**src/rtl/uriscv_defs.sv**
```systemverilog
// -----------------------------------------------------------------------------
// uriscv_defs
// Shared definitions for the uRISC-V RV32M multiply/divide unit.
//   mul_op_e / div_op_e  : compact encodings of the one-hot M-extension decode
//   DIV_ZERO_QUOTIENT    : quotient produced by any divide by zero
//   DIV_MASK_INIT        : first quotient bit resolved by the divider
//   *_ok functions       : parameter legality checks used at elaboration
// -----------------------------------------------------------------------------
package uriscv_defs;

  typedef enum logic [1:0] {
    MUL_OP_MUL    = 2'd0,
    MUL_OP_MULH   = 2'd1,
    MUL_OP_MULHSU = 2'd2,
    MUL_OP_MULHU  = 2'd3
  } mul_op_e;

  typedef enum logic [1:0] {
    DIV_OP_DIV  = 2'd0,
    DIV_OP_DIVU = 2'd1,
    DIV_OP_REM  = 2'd2,
    DIV_OP_REMU = 2'd3
  } div_op_e;

  localparam logic [31:0] DIV_ZERO_QUOTIENT = 32'hFFFF_FFFF;
  localparam logic [31:0] DIV_MASK_INIT     = 32'h8000_0000;

  function automatic bit mul_latency_ok(input int lat);
    return (lat >= 1) && (lat <= 3);
  endfunction

  function automatic bit div_bits_ok(input int bits);
    return (bits == 1) || (bits == 2) || (bits == 4);
  endfunction

  function automatic bit early_out_ok(input int en);
    return (en == 0) || (en == 1);
  endfunction

endpackage

```
**src/rtl/uriscv_muldiv_pipe_if.sv**
```systemverilog
// -----------------------------------------------------------------------------
// uriscv_muldiv_pipe_if
// Execute-stage handshake between the core (master) and the mul/div unit
// (slave).
//   valid_i, inst_*_i, operand_ra_i, operand_rb_i, flush_i : core -> unit
//   stall_o, busy_o, ready_o, result_o                      : unit -> core
// -----------------------------------------------------------------------------
interface uriscv_muldiv_pipe_if;

  logic        valid_i;
  logic        inst_mul_i;
  logic        inst_mulh_i;
  logic        inst_mulhsu_i;
  logic        inst_mulhu_i;
  logic        inst_div_i;
  logic        inst_divu_i;
  logic        inst_rem_i;
  logic        inst_remu_i;
  logic [31:0] operand_ra_i;
  logic [31:0] operand_rb_i;
  logic        flush_i;
  logic        stall_o;
  logic        busy_o;
  logic        ready_o;
  logic [31:0] result_o;

  modport master (
    output valid_i, inst_mul_i, inst_mulh_i, inst_mulhsu_i, inst_mulhu_i,
           inst_div_i, inst_divu_i, inst_rem_i, inst_remu_i,
           operand_ra_i, operand_rb_i, flush_i,
    input  stall_o, busy_o, ready_o, result_o
  );

  modport slave (
    input  valid_i, inst_mul_i, inst_mulh_i, inst_mulhsu_i, inst_mulhu_i,
           inst_div_i, inst_divu_i, inst_rem_i, inst_remu_i,
           operand_ra_i, operand_rb_i, flush_i,
    output stall_o, busy_o, ready_o, result_o
  );

endinterface

```
**src/rtl/uriscv_div_iter.sv**
```systemverilog
// -----------------------------------------------------------------------------
// uriscv_div_iter
// Iterative restoring divider for DIV/DIVU/REM/REMU. Operands are made
// non-negative at start, the divisor is pre-shifted left by 31 and a one-hot
// mask walks from bit 31 down to zero, DIV_BITS_PER_CYCLE bits per cycle.
// Signed results are restored by a latched invert flag.
//   clk_i, rst_i  : clock, synchronous active-high reset
//   flush_i       : abandon the operation in progress
//   start_i, op_i : begin a new operation of the given kind
//   ra_i, rb_i    : dividend / divisor
//   busy_o        : operation in progress (including its completion cycle)
//   complete_o    : this cycle is the completion cycle; result_o is valid
//   result_o      : quotient or remainder, sign corrected
// -----------------------------------------------------------------------------
module uriscv_div_iter
  import uriscv_defs::*;
#(
  parameter int DIV_BITS_PER_CYCLE = 1,
  parameter int DIV_EARLY_OUT      = 0
) (
  input  logic        clk_i,
  input  logic        rst_i,
  input  logic        flush_i,
  input  logic        start_i,
  input  div_op_e     op_i,
  input  logic [31:0] ra_i,
  input  logic [31:0] rb_i,
  output logic        busy_o,
  output logic        complete_o,
  output logic [31:0] result_o
);

  if (!div_bits_ok(DIV_BITS_PER_CYCLE)) begin : g_bad_div_bits
    $error("uriscv_div_iter: DIV_BITS_PER_CYCLE must be 1, 2 or 4");
  end
  if (!early_out_ok(DIV_EARLY_OUT)) begin : g_bad_early_out
    $error("uriscv_div_iter: DIV_EARLY_OUT must be 0 or 1");
  end

  localparam bit EARLY_OUT_EN = (DIV_EARLY_OUT != 0);

  logic        busy_r;
  logic        quot_mode_r;
  logic        invert_r;
  logic [31:0] dividend_r;
  logic [62:0] divisor_r;
  logic [31:0] quotient_r;
  logic [31:0] mask_r;

  logic        signed_s;
  logic        quot_s;
  logic        invert_s;
  logic        zero_early_s;
  logic [31:0] ra_abs_s;
  logic [31:0] rb_abs_s;
  logic [31:0] dvd_s;
  logic [62:0] dvs_s;
  logic [31:0] quo_s;
  logic [31:0] msk_s;

  // Operand preparation for a new operation.
  always_comb begin
    signed_s = (op_i == DIV_OP_DIV) || (op_i == DIV_OP_REM);
    quot_s   = (op_i == DIV_OP_DIV) || (op_i == DIV_OP_DIVU);
    if (signed_s && ra_i[31]) begin
      ra_abs_s = 32'd0 - ra_i;
    end else begin
      ra_abs_s = ra_i;
    end
    if (signed_s && rb_i[31]) begin
      rb_abs_s = 32'd0 - rb_i;
    end else begin
      rb_abs_s = rb_i;
    end
    // A zero divisor never inverts the quotient, so x/0 yields all ones.
    invert_s = ((op_i == DIV_OP_DIV) && (ra_i[31] != rb_i[31]) && (rb_i != 32'd0)) ||
               ((op_i == DIV_OP_REM) && ra_i[31]);
    zero_early_s = EARLY_OUT_EN && (rb_i == 32'd0);
  end

  // Chained compare/subtract/shift steps resolved in one busy cycle.
  always_comb begin
    dvd_s = dividend_r;
    dvs_s = divisor_r;
    quo_s = quotient_r;
    msk_s = mask_r;
    for (int i = 0; i < DIV_BITS_PER_CYCLE; i++) begin
      if (dvs_s <= {31'd0, dvd_s}) begin
        dvd_s = dvd_s - dvs_s[31:0];
        quo_s = quo_s | msk_s;
      end else begin
        dvd_s = dvd_s;
        quo_s = quo_s;
      end
      dvs_s = dvs_s >> 1;
      msk_s = msk_s >> 1;
    end
  end

  // Divider state: load on start, iterate while busy, drop on completion.
  always_ff @(posedge clk_i) begin
    if (rst_i) begin
      busy_r      <= 1'b0;
      quot_mode_r <= 1'b0;
      invert_r    <= 1'b0;
      dividend_r  <= 32'd0;
      divisor_r   <= 63'd0;
      quotient_r  <= 32'd0;
      mask_r      <= 32'd0;
    end else if (flush_i) begin
      busy_r <= 1'b0;
      mask_r <= 32'd0;
    end else if (start_i) begin
      busy_r      <= 1'b1;
      quot_mode_r <= quot_s;
      invert_r    <= invert_s;
      dividend_r  <= ra_abs_s;
      // Early out: a zero divisor would set every quotient bit and leave the
      // dividend untouched, so jump straight to that final state.
      if (zero_early_s) begin
        divisor_r  <= 63'd0;
        quotient_r <= DIV_ZERO_QUOTIENT;
        mask_r     <= 32'd0;
      end else begin
        divisor_r  <= {rb_abs_s, 31'd0};
        quotient_r <= 32'd0;
        mask_r     <= DIV_MASK_INIT;
      end
    end else if (busy_r) begin
      if (mask_r == 32'd0) begin
        busy_r <= 1'b0;
      end else begin
        dividend_r <= dvd_s;
        divisor_r  <= dvs_s;
        quotient_r <= quo_s;
        mask_r     <= msk_s;
      end
    end
  end

  // Sign-corrected result selection.
  always_comb begin
    if (quot_mode_r) begin
      result_o = invert_r ? (32'd0 - quotient_r) : quotient_r;
    end else begin
      result_o = invert_r ? (32'd0 - dividend_r) : dividend_r;
    end
  end

  assign busy_o     = busy_r;
  assign complete_o = busy_r && (mask_r == 32'd0);

endmodule

```
**src/rtl/uriscv_muldiv_pipe.sv**
```systemverilog
// -----------------------------------------------------------------------------
// uriscv_muldiv_pipe
// RV32M multiply/divide unit for the uRISC-V execute stage. Multiplies are
// computed in the accept cycle and carried through MUL_LATENCY valid-tagged
// stages, one op per cycle. Divides use the iterative uriscv_div_iter core.
// Both paths share one registered result/ready pair; the stall rule keeps
// their completions from ever colliding.
//   clk_i, rst_i : clock, synchronous active-high reset
//   bus (slave)  : valid_i, inst_*_i, operand_ra_i, operand_rb_i, flush_i in;
//                  stall_o (combinational), busy_o, ready_o, result_o out
// -----------------------------------------------------------------------------
module uriscv_muldiv_pipe
  import uriscv_defs::*;
#(
  parameter int MUL_LATENCY        = 1,
  parameter int DIV_BITS_PER_CYCLE = 1,
  parameter int DIV_EARLY_OUT      = 0
) (
  input  logic                 clk_i,
  input  logic                 rst_i,
  uriscv_muldiv_pipe_if.slave  bus
);

  if (!mul_latency_ok(MUL_LATENCY)) begin : g_bad_mul_latency
    $error("uriscv_muldiv_pipe: MUL_LATENCY must be 1..3");
  end

  logic        mul_op_s;
  logic        div_op_s;
  logic        stall_s;
  logic        accept_s;
  logic        mul_accept_s;
  logic        div_start_s;
  mul_op_e     mul_sel_s;
  div_op_e     div_sel_s;
  logic [32:0] mul_a_s;
  logic [32:0] mul_b_s;
  logic [63:0] mul_a_ext_s;
  logic [63:0] mul_b_ext_s;
  logic [63:0] mul_prod_s;
  logic [31:0] mul_res_s;
  logic        div_busy_s;
  logic        div_complete_s;
  logic [31:0] div_result_s;

  logic [MUL_LATENCY-1:0] mul_valid_r;
  logic [31:0]            mul_data_r [MUL_LATENCY];
  logic                   ready_r;
  logic [31:0]            result_r;

  assign mul_op_s = bus.inst_mul_i | bus.inst_mulh_i | bus.inst_mulhsu_i | bus.inst_mulhu_i;
  assign div_op_s = bus.inst_div_i | bus.inst_divu_i | bus.inst_rem_i | bus.inst_remu_i;

  // A divide may not start while multiplies are in flight, and nothing may
  // start while the divider is busy, so the two paths never finish together.
  assign stall_s = bus.valid_i &
                   ((div_busy_s & (mul_op_s | div_op_s)) | ((|mul_valid_r) & div_op_s));
  assign accept_s     = bus.valid_i & (mul_op_s | div_op_s) & ~stall_s & ~bus.flush_i;
  assign mul_accept_s = accept_s & mul_op_s;
  assign div_start_s  = accept_s & div_op_s & ~mul_op_s;

  // One-hot decode to compact op encodings.
  always_comb begin
    if (bus.inst_mulh_i) begin
      mul_sel_s = MUL_OP_MULH;
    end else if (bus.inst_mulhsu_i) begin
      mul_sel_s = MUL_OP_MULHSU;
    end else if (bus.inst_mulhu_i) begin
      mul_sel_s = MUL_OP_MULHU;
    end else begin
      mul_sel_s = MUL_OP_MUL;
    end
    if (bus.inst_divu_i) begin
      div_sel_s = DIV_OP_DIVU;
    end else if (bus.inst_rem_i) begin
      div_sel_s = DIV_OP_REM;
    end else if (bus.inst_remu_i) begin
      div_sel_s = DIV_OP_REMU;
    end else begin
      div_sel_s = DIV_OP_DIV;
    end
  end

  // 33-bit sign extension per op, then a 64-bit product; the low 64 bits of
  // the 66-bit signed product are all any RV32M result needs.
  always_comb begin
    mul_a_s = {1'b0, bus.operand_ra_i};
    mul_b_s = {1'b0, bus.operand_rb_i};
    case (mul_sel_s)
      MUL_OP_MULH: begin
        mul_a_s = {bus.operand_ra_i[31], bus.operand_ra_i};
        mul_b_s = {bus.operand_rb_i[31], bus.operand_rb_i};
      end
      MUL_OP_MULHSU: begin
        mul_a_s = {bus.operand_ra_i[31], bus.operand_ra_i};
        mul_b_s = {1'b0, bus.operand_rb_i};
      end
      default: begin
        mul_a_s = {1'b0, bus.operand_ra_i};
        mul_b_s = {1'b0, bus.operand_rb_i};
      end
    endcase
    mul_a_ext_s = {{31{mul_a_s[32]}}, mul_a_s};
    mul_b_ext_s = {{31{mul_b_s[32]}}, mul_b_s};
    mul_prod_s  = mul_a_ext_s * mul_b_ext_s;
    if (mul_sel_s == MUL_OP_MUL) begin
      mul_res_s = mul_prod_s[31:0];
    end else begin
      mul_res_s = mul_prod_s[63:32];
    end
  end

  // Multiplier delay line: each stage carries a result and its valid bit.
  always_ff @(posedge clk_i) begin
    if (rst_i) begin
      mul_valid_r <= '0;
      for (int i = 0; i < MUL_LATENCY; i++) begin
        mul_data_r[i] <= 32'd0;
      end
    end else if (bus.flush_i) begin
      mul_valid_r <= '0;
    end else begin
      mul_valid_r[0] <= mul_accept_s;
      mul_data_r[0]  <= mul_res_s;
      for (int i = 1; i < MUL_LATENCY; i++) begin
        mul_valid_r[i] <= mul_valid_r[i-1];
        mul_data_r[i]  <= mul_data_r[i-1];
      end
    end
  end

  uriscv_div_iter #(
    .DIV_BITS_PER_CYCLE (DIV_BITS_PER_CYCLE),
    .DIV_EARLY_OUT      (DIV_EARLY_OUT)
  ) u_div (
    .clk_i      (clk_i),
    .rst_i      (rst_i),
    .flush_i    (bus.flush_i),
    .start_i    (div_start_s),
    .op_i       (div_sel_s),
    .ra_i       (bus.operand_ra_i),
    .rb_i       (bus.operand_rb_i),
    .busy_o     (div_busy_s),
    .complete_o (div_complete_s),
    .result_o   (div_result_s)
  );

  // Shared result register; a flush suppresses completions still in flight.
  always_ff @(posedge clk_i) begin
    if (rst_i) begin
      ready_r  <= 1'b0;
      result_r <= 32'd0;
    end else if (bus.flush_i) begin
      ready_r <= 1'b0;
    end else if (mul_valid_r[MUL_LATENCY-1]) begin
      ready_r  <= 1'b1;
      result_r <= mul_data_r[MUL_LATENCY-1];
    end else if (div_complete_s) begin
      ready_r  <= 1'b1;
      result_r <= div_result_s;
    end else begin
      ready_r <= 1'b0;
    end
  end

  assign bus.stall_o  = stall_s;
  assign bus.busy_o   = (|mul_valid_r) | div_busy_s;
  assign bus.ready_o  = ready_r;
  assign bus.result_o = result_r;

endmodule

```
**src/flat_wrapper.sv**
```systemverilog
// flat-port wrapper written by rule: the top's interface ports become plain ports
module uriscv_muldiv_pipe_flat import uriscv_defs::*;
#(
  parameter int MUL_LATENCY        = 1,
  parameter int DIV_BITS_PER_CYCLE = 1,
  parameter int DIV_EARLY_OUT      = 0
)
  (clk_i, rst_i, bus_valid_i, bus_inst_mul_i, bus_inst_mulh_i, bus_inst_mulhsu_i, bus_inst_mulhu_i, bus_inst_div_i, bus_inst_divu_i, bus_inst_rem_i, bus_inst_remu_i, bus_operand_ra_i, bus_operand_rb_i, bus_flush_i, bus_stall_o, bus_busy_o, bus_ready_o, bus_result_o);
  uriscv_muldiv_pipe_if bus_i ();
  input  logic clk_i;
  input  logic rst_i;
  input wire logic [$bits(bus_i.valid_i)-1:0] bus_valid_i;
  input wire logic [$bits(bus_i.inst_mul_i)-1:0] bus_inst_mul_i;
  input wire logic [$bits(bus_i.inst_mulh_i)-1:0] bus_inst_mulh_i;
  input wire logic [$bits(bus_i.inst_mulhsu_i)-1:0] bus_inst_mulhsu_i;
  input wire logic [$bits(bus_i.inst_mulhu_i)-1:0] bus_inst_mulhu_i;
  input wire logic [$bits(bus_i.inst_div_i)-1:0] bus_inst_div_i;
  input wire logic [$bits(bus_i.inst_divu_i)-1:0] bus_inst_divu_i;
  input wire logic [$bits(bus_i.inst_rem_i)-1:0] bus_inst_rem_i;
  input wire logic [$bits(bus_i.inst_remu_i)-1:0] bus_inst_remu_i;
  input wire logic [$bits(bus_i.operand_ra_i)-1:0] bus_operand_ra_i;
  input wire logic [$bits(bus_i.operand_rb_i)-1:0] bus_operand_rb_i;
  input wire logic [$bits(bus_i.flush_i)-1:0] bus_flush_i;
  output wire logic [$bits(bus_i.stall_o)-1:0] bus_stall_o;
  output wire logic [$bits(bus_i.busy_o)-1:0] bus_busy_o;
  output wire logic [$bits(bus_i.ready_o)-1:0] bus_ready_o;
  output wire logic [$bits(bus_i.result_o)-1:0] bus_result_o;
  assign bus_i.valid_i = bus_valid_i;
  assign bus_i.inst_mul_i = bus_inst_mul_i;
  assign bus_i.inst_mulh_i = bus_inst_mulh_i;
  assign bus_i.inst_mulhsu_i = bus_inst_mulhsu_i;
  assign bus_i.inst_mulhu_i = bus_inst_mulhu_i;
  assign bus_i.inst_div_i = bus_inst_div_i;
  assign bus_i.inst_divu_i = bus_inst_divu_i;
  assign bus_i.inst_rem_i = bus_inst_rem_i;
  assign bus_i.inst_remu_i = bus_inst_remu_i;
  assign bus_i.operand_ra_i = bus_operand_ra_i;
  assign bus_i.operand_rb_i = bus_operand_rb_i;
  assign bus_i.flush_i = bus_flush_i;
  assign bus_stall_o = bus_i.stall_o;
  assign bus_busy_o = bus_i.busy_o;
  assign bus_ready_o = bus_i.ready_o;
  assign bus_result_o = bus_i.result_o;
  uriscv_muldiv_pipe #(.MUL_LATENCY(MUL_LATENCY), .DIV_BITS_PER_CYCLE(DIV_BITS_PER_CYCLE), .DIV_EARLY_OUT(DIV_EARLY_OUT)) u_core (.clk_i(clk_i), .rst_i(rst_i), .bus(bus_i));
endmodule
```
**config.mk**
```make
export PLATFORM = sky130hd
export DESIGN_NAME = uriscv_muldiv_pipe_flat
export DESIGN_NICKNAME = d
export VERILOG_FILES = /design/src/rtl/uriscv_defs.sv /design/src/rtl/uriscv_muldiv_pipe_if.sv /design/src/rtl/uriscv_div_iter.sv /design/src/rtl/uriscv_muldiv_pipe.sv /design/src/flat_wrapper.sv
export SDC_FILE = /design/constraint.sdc
export NUM_CORES = 2
export LEC_CHECK = 0
export CELL_PAD_IN_SITES_DETAIL_PLACEMENT = 0
export CELL_PAD_IN_SITES_GLOBAL_PLACEMENT = 1
export CORE_MARGIN = 2
export CORE_UTILIZATION = 50
export DETAILED_ROUTE_END_ITERATION = 12
export PLACE_DENSITY_LB_ADDON = 0.1
export SLEW_MARGIN = 20
export SYNTH_ARGS = -nofsm -noshare
export SYNTH_HDL_FRONTEND = slang
export SYNTH_HIERARCHICAL = 1
export SYNTH_SLANG_ARGS = --single-unit
```
**constraint.sdc**
```tcl
create_clock -name clk_i -period 9.99 [get_ports clk_i]
set_clock_uncertainty 0.2 [all_clocks]
set_input_delay 0.999 -clock clk_i [delete_from_list [all_inputs] [get_ports clk_i]]
set_output_delay 0.999 -clock clk_i [all_outputs]
set_load 0.02 [all_outputs]
```
======== Yosys cells after proc, flatten, opt, wreduce, memory -nomap -nowiden ========
Memory sizes are Yosys's and may differ from the RTL's.
Cells that the tools add are included.
cells by class
  $add $sub $neg .......................... 5
  multipliers ............................. 1
  div/mod/pow operators ................... 0
  $lt $le $gt $ge ......................... 1
  equality and inequality tests ........... 6
  shift-type cells ........................ 0
  mux-type cells .......................... 42
  bitwise gates (word level) .............. 23
  reductions and logical operators ........ 26
operator list
  kind                   number
  $mux 32                20
  $mux 63                3
  $sub 1x32->32 const A  4
  $mux 33                2
  $mul 33x33->64         1
  $le 63x32->1           1
  $logic_not 32->1       1
  $or 32x32->32          1
  $reduce_bool 32->1     1
  $reduce_or 32->1       1
  $sub 32x32->32         1
  $mux 2                 6
  $mux 1                 11
  $and 1x1->1            9
  $or 1x1->1             9
  $reduce_and 2->1       4
  $logic_and 1x1->1      6
  $reduce_bool 2->1      3
  $eq 2x1->1 const B     2
  $eq 2x2->1 const B     2
  $logic_not 2->1        2
  $not 1->1              4
  $reduce_and 4->1       1
  $reduce_or 2->1        2
  other kinds (5)        7
storage, ports and cells
  bits in registers ....................... 196
  bits in latches ......................... 0
  RAM bits ................................ 32
  ROM bits ................................ 0
  logic and storage cells ................. 116
  memories kept ........................... 1
memories
  memory             depth  bits a word  rd ports  clocked after memory_dff  wr ports  RTL line                  source
  u_core.mul_data_r  1      32           1         0                         1         uriscv_muldiv_pipe.sv:47  logic [31:0] mul_data_r [MUL_LATENCY];

======== Depth between registers and ports, before layout ========
  word-level depth ........................ 14
  depth in mapped cells ................... 32

======== Modules after synthesis ========
The synthesis kept the hierarchy.
modules (own cells, without submodules)
  module              instances  cells each  area each (sq um)  sequential area each (sq um)
  uriscv_muldiv_pipe  1          4474        40829.2            1641.6
  uriscv_div_iter     1          1669        12180.4            3243.1

======== Worst setup path after synthesis ========
No wires, ideal clock.
  kind .................................... in2reg
  start point ............................. input bus_inst_mulh_i
  end point ............................... memory u_core.mul_data_r[0][31] (data pin)
  arrival ................................. 8.597 ns
  path slack .............................. 0.917 ns
  stages on the path ...................... 28
  path buffers ............................ 2
  cell sequence ........................... o21bai_1 -> ha_1 -> nor2b_1 -> clkbuf_1 -> nand2_1 -> inv_1 -> fa_1 -> inv_1 -> fa_1 -> inv_1 -> fa_1 -> fa_1 -> inv_1 -> fa_1 -> inv_1 -> fa_1 -> inv_1 -> fa_1 -> fa_1 -> inv_1 -> ha_1 -> clkbuf_1 -> nand3_1 -> o41ai_1 -> a31oi_1 -> o31a_2 -> o31ai_1 -> o221ai_1
between the ends
  longest elaborated chain between the ends .. 7
  elaborated cells on any way between the ends .. 10
  those cells by class .................... 1 x mul; 2 x eq/ne; 5 x mux; 2 x reduce/logical
RTL lines
  what                                      RTL line                   source
  start, declared                           flat_wrapper.sv:14         input wire logic [$bits(bus_i.inst_mulh_i)-1:0] bus_inst_mulh_i;
  $mux 2 (*)                                uriscv_muldiv_pipe.sv:64   if (bus.inst_mulh_i) begin
  $eq 2x2->1 or $eq 2x1->1 (tied branches)  uriscv_muldiv_pipe.sv:89   case (mul_sel_s)
  $reduce_or 2->1 (no line)                 n/a
  $mux 33                                   uriscv_muldiv_pipe.sv:89
  $mul 33x33->64                            uriscv_muldiv_pipe.sv:105  mul_prod_s = mul_a_ext_s * mul_b_ext_s;
  $mux 32 (*)                               uriscv_muldiv_pipe.sv:106  if (mul_sel_s == MUL_OP_MUL) begin
  $mux 32 (no line) (*)                     n/a
  end, declared                             uriscv_muldiv_pipe.sv:47
Mark *: on every way between the ends. The rest lies on a longest branch, timed or not.

======== Final worst setup path ========
  start point ............................. input bus_operand_ra_i[10]
  end point ............................... memory u_core.mul_data_r[0][16] (data pin)
between the ends
  longest elaborated chain between the ends .. 4
RTL lines
  what               RTL line                   source
  start, declared    flat_wrapper.sv:21         input wire logic [$bits(bus_i.operand_ra_i)-1:0] bus_operand_ra_i;
  $mux 33            uriscv_muldiv_pipe.sv:89
  $mul 33x33->64     uriscv_muldiv_pipe.sv:105
  $mux 32            uriscv_muldiv_pipe.sv:106
  $mux 32 (no line)  n/a
No other way between the ends.

==> out/summary.txt <==
Drt via density = 5.581
Initial Utilization = 0.5036
Yosys top cell by area = fa_1
Post-synth top area share = 0.4252
Synth Register Bits = 228
Final hold violation count = 0
Synth Net Count = 7626
Setup TNS = 0 ns
CTS tree = yes
Tcrit/Tclk final = 0.9140
Max clock buf depth = 3
Share of cells above drive strength 1 = 0.04846
Num rows = 119
Final-report max-slew violation count = 0
CP most frequent cell = fa_1
Num ports = 111
Initial DRC Count = 2988
Max_cap viols = 0
Setup violations, final = 0
Root buf cell = clkbuf_16
Die span in x = 329.6 um
Core area = 0.1053 sq mm
CP arrival = 9.25 ns
Num Clock Sinks = 228
First-pass GRT wire length = 262.4 mm
Remaining routing DRC violations = 0
First-pass iteration count of the detailed router = 5
Crit-path leading delay family = adder cells
Initial antenna violation count = 12
Die area = 0.1086 sq mm
H-tree Lvls = 1
Clock latency on the worst-skew pair = 0.61 ns
Post-CTS Setup Inserts = 0
Mapped cell area = 0.05301 sq mm
Startpoint Class = input port
Port Buffers = 110
Min Tclk post-route = 9.131 ns
CP max stage cell = clkdlybuf4s50_1
Outcome = finished clean
Nets@finish = 7568
Pre-CTS WS = 0.3365 ns
CTS Hold Bufs = 0
Critical path class = input port to flop
Cts repair resizes = 0
HPWL Detailed = 135.4 mm
Worst min path class = flop to flop
Synthesis Warnings = 6
Syn Inst Count = 6143
Detailed Route WL = 167.0 mm
Final cell count without fillers = 7502
Placed insts = 7444
Post-synth cell types = 96
Total CTS buffers = 30
Buffers & Inverters on Critical Path = 7
CP endpoint kind = flop
Area of the multi-input gates = 0.04226 sq mm
EDFF count, synth = 32
Residual overflow from global routing = 0
Fillers = 10000
Largest cells by area after synthesis = fa_1 43%, inv_1 8.8%, dfxtp_1 7.4%
Routed Antenna Nets = 0
Synth-to-Final Area Change = 6.484%
Max stage delay on crit path = 1.03 ns
WP data required = 10.11 ns
Avg Synthesized Cell Area = 8.629 sq um
Worst-path fanout max = 11
Largest net degree at the start of global routing = 93
RSZ-0062 raised after global routing = no
Routed via count = 41870
Ys async rst share = 0
Slew margin rel. = 0.1685
Clk slew on worst S/H paths = 0.06 ns
Die extent in y = 329.6 um
Number of global-route vias before repair = 43920
Post-DR wirelength/cell = 22.25 um
Sequential fraction of the synthesis area = 0.09215
Fmax achieved = 109.5 MHz
Setup ws final = 0.8593 ns
Seq. cell area = 0.004888 sq mm
Slew @ Worst Pin = 1.236 ns
Gr usage total = 0.3158
Top FF cell, synth = dfxtp_1
GPL Wtd Cong = 0.9283
cells in the final DEF (no fill, tap or decap), types with 30 or more instances in the layout:
cell,synthesis,layout
nand2_1,979,978
clkdlybuf4s50_1,0,63
buf_2,10,46
nand3_1,43,43
mux2i_1,81,81
xor2_1,59,59
edfxtp_1,32,32
clkbuf_16,0,30
nor3_1,51,50
a211oi_1,69,69
buf_4,0,128
fa_1,1126,1126
and2_1,333,333
nor4_1,36,35
xnor2_1,109,109
ha_1,281,281
dfxtp_1,196,193
a21o_1,52,51
nor2_1,301,298
a21oi_1,250,249
o211ai_1,34,34
inv_1,1242,1242
o21ai_0,137,137
area by class of cell:
type	count	share of cell area
Tap cell	1391	0.03083
Clock inverter	10	0.002416
Timing Repair Buffer	238	0.03263
Antenna cell	3	0.0001330
Clock buffer	45	0.01607
Sequential cell	228	0.08660
Multi-Input combinational cell	4343	0.7486
Inverter	1244	0.08272
cells in the mapped netlist (81+ instances only):
cell type	count
inv_1	1242
fa_1	1126
nand2_1	979
and2_1	333
clkbuf_1	307
nor2_1	301
ha_1	281
a21oi_1	250
dfxtp_1	196
o21ai_0	137
xnor2_1	109
mux2i_1	81
logic make-up after synthesis:
kind of cell             count (synthesis)  share of synthesized area
AO/OA/AOI/OAI                          777                    0.09498
XOR/XNOR                               168                    0.02776
adder cells (fa/ha/maj)               1407                     0.4916
buffers and inverters                 1572                     0.1117
flip-flops                             228                    0.09215
multiplexers                            87                    0.01721
AND/OR/NAND/NOR                       1904                     0.1647
worst min-delay path: stages, from the launching register on:
cell	delay (ns)
dfxtp_1	0.32
nand2_1	0.05
a21oi_1	0.05
sequential cells by signal, indices dropped and copies added, names as in the netlist:
signal	cells
u_core/u_div/dividend_r	32
u_core/u_div/mask_r	32
u_core/u_div/busy_o	1
u_core/mul_valid_r	1
u_core/mul_data_r	32
u_core/bus.ready_o	1
u_core/u_div/invert_r	1
u_core/bus.result_o	32
u_core/u_div/divisor_r	63
u_core/u_div/quotient_r	32
u_core/u_div/quot_mode_r	1
metrics by stage:
| step | area, sq um | hold WS [ns] | utilization |
|---|---|---|---|
| detailed placement | 55390 | 0.2618 | 0.5262 |
| finish | 56450 | 0.2743 | 0.5362 |
| global placement | 55390 | 0.2622 | 0.5262 |
| CTS | 56440 | 0.2696 | 0.5361 |
| global route | 56440 | 0.3003 | 0.5362 |
| floorplan | 53010 | 0.2438 | - |
final timing paths:
kind	start	to	slack, ns	cells past startpoint
worst max-delay path	bus_operand_ra_i[10]	u_core/mul_data_r[0][16]	0.86	26
worst min-delay path	u_core/u_div/divisor_r[32]	u_core/u_div/divisor_r[32]	0.27	2
worst max register to register	u_core/u_div/mask_r[23]	u_core/u_div/dividend_r[17]	4.81	10
worst min register to register	u_core/u_div/divisor_r[32]	u_core/u_div/divisor_r[32]	0.27	2
metal layers:
metal | global-route usage | vias up | wire (um)
met2 | 0.5170 | 1316 | 78270
met3 | 0.03764 | 243 | 9862
met5 | 0 | - | 61
met1 | 0.4421 | 21600 | 73600
li1 | - | 18710 | -
met4 | 0.09377 | 8 | 5152
Power is not shown: default switching activity piles up to over one toggle a cycle in this logic, so the estimate is an artifact.
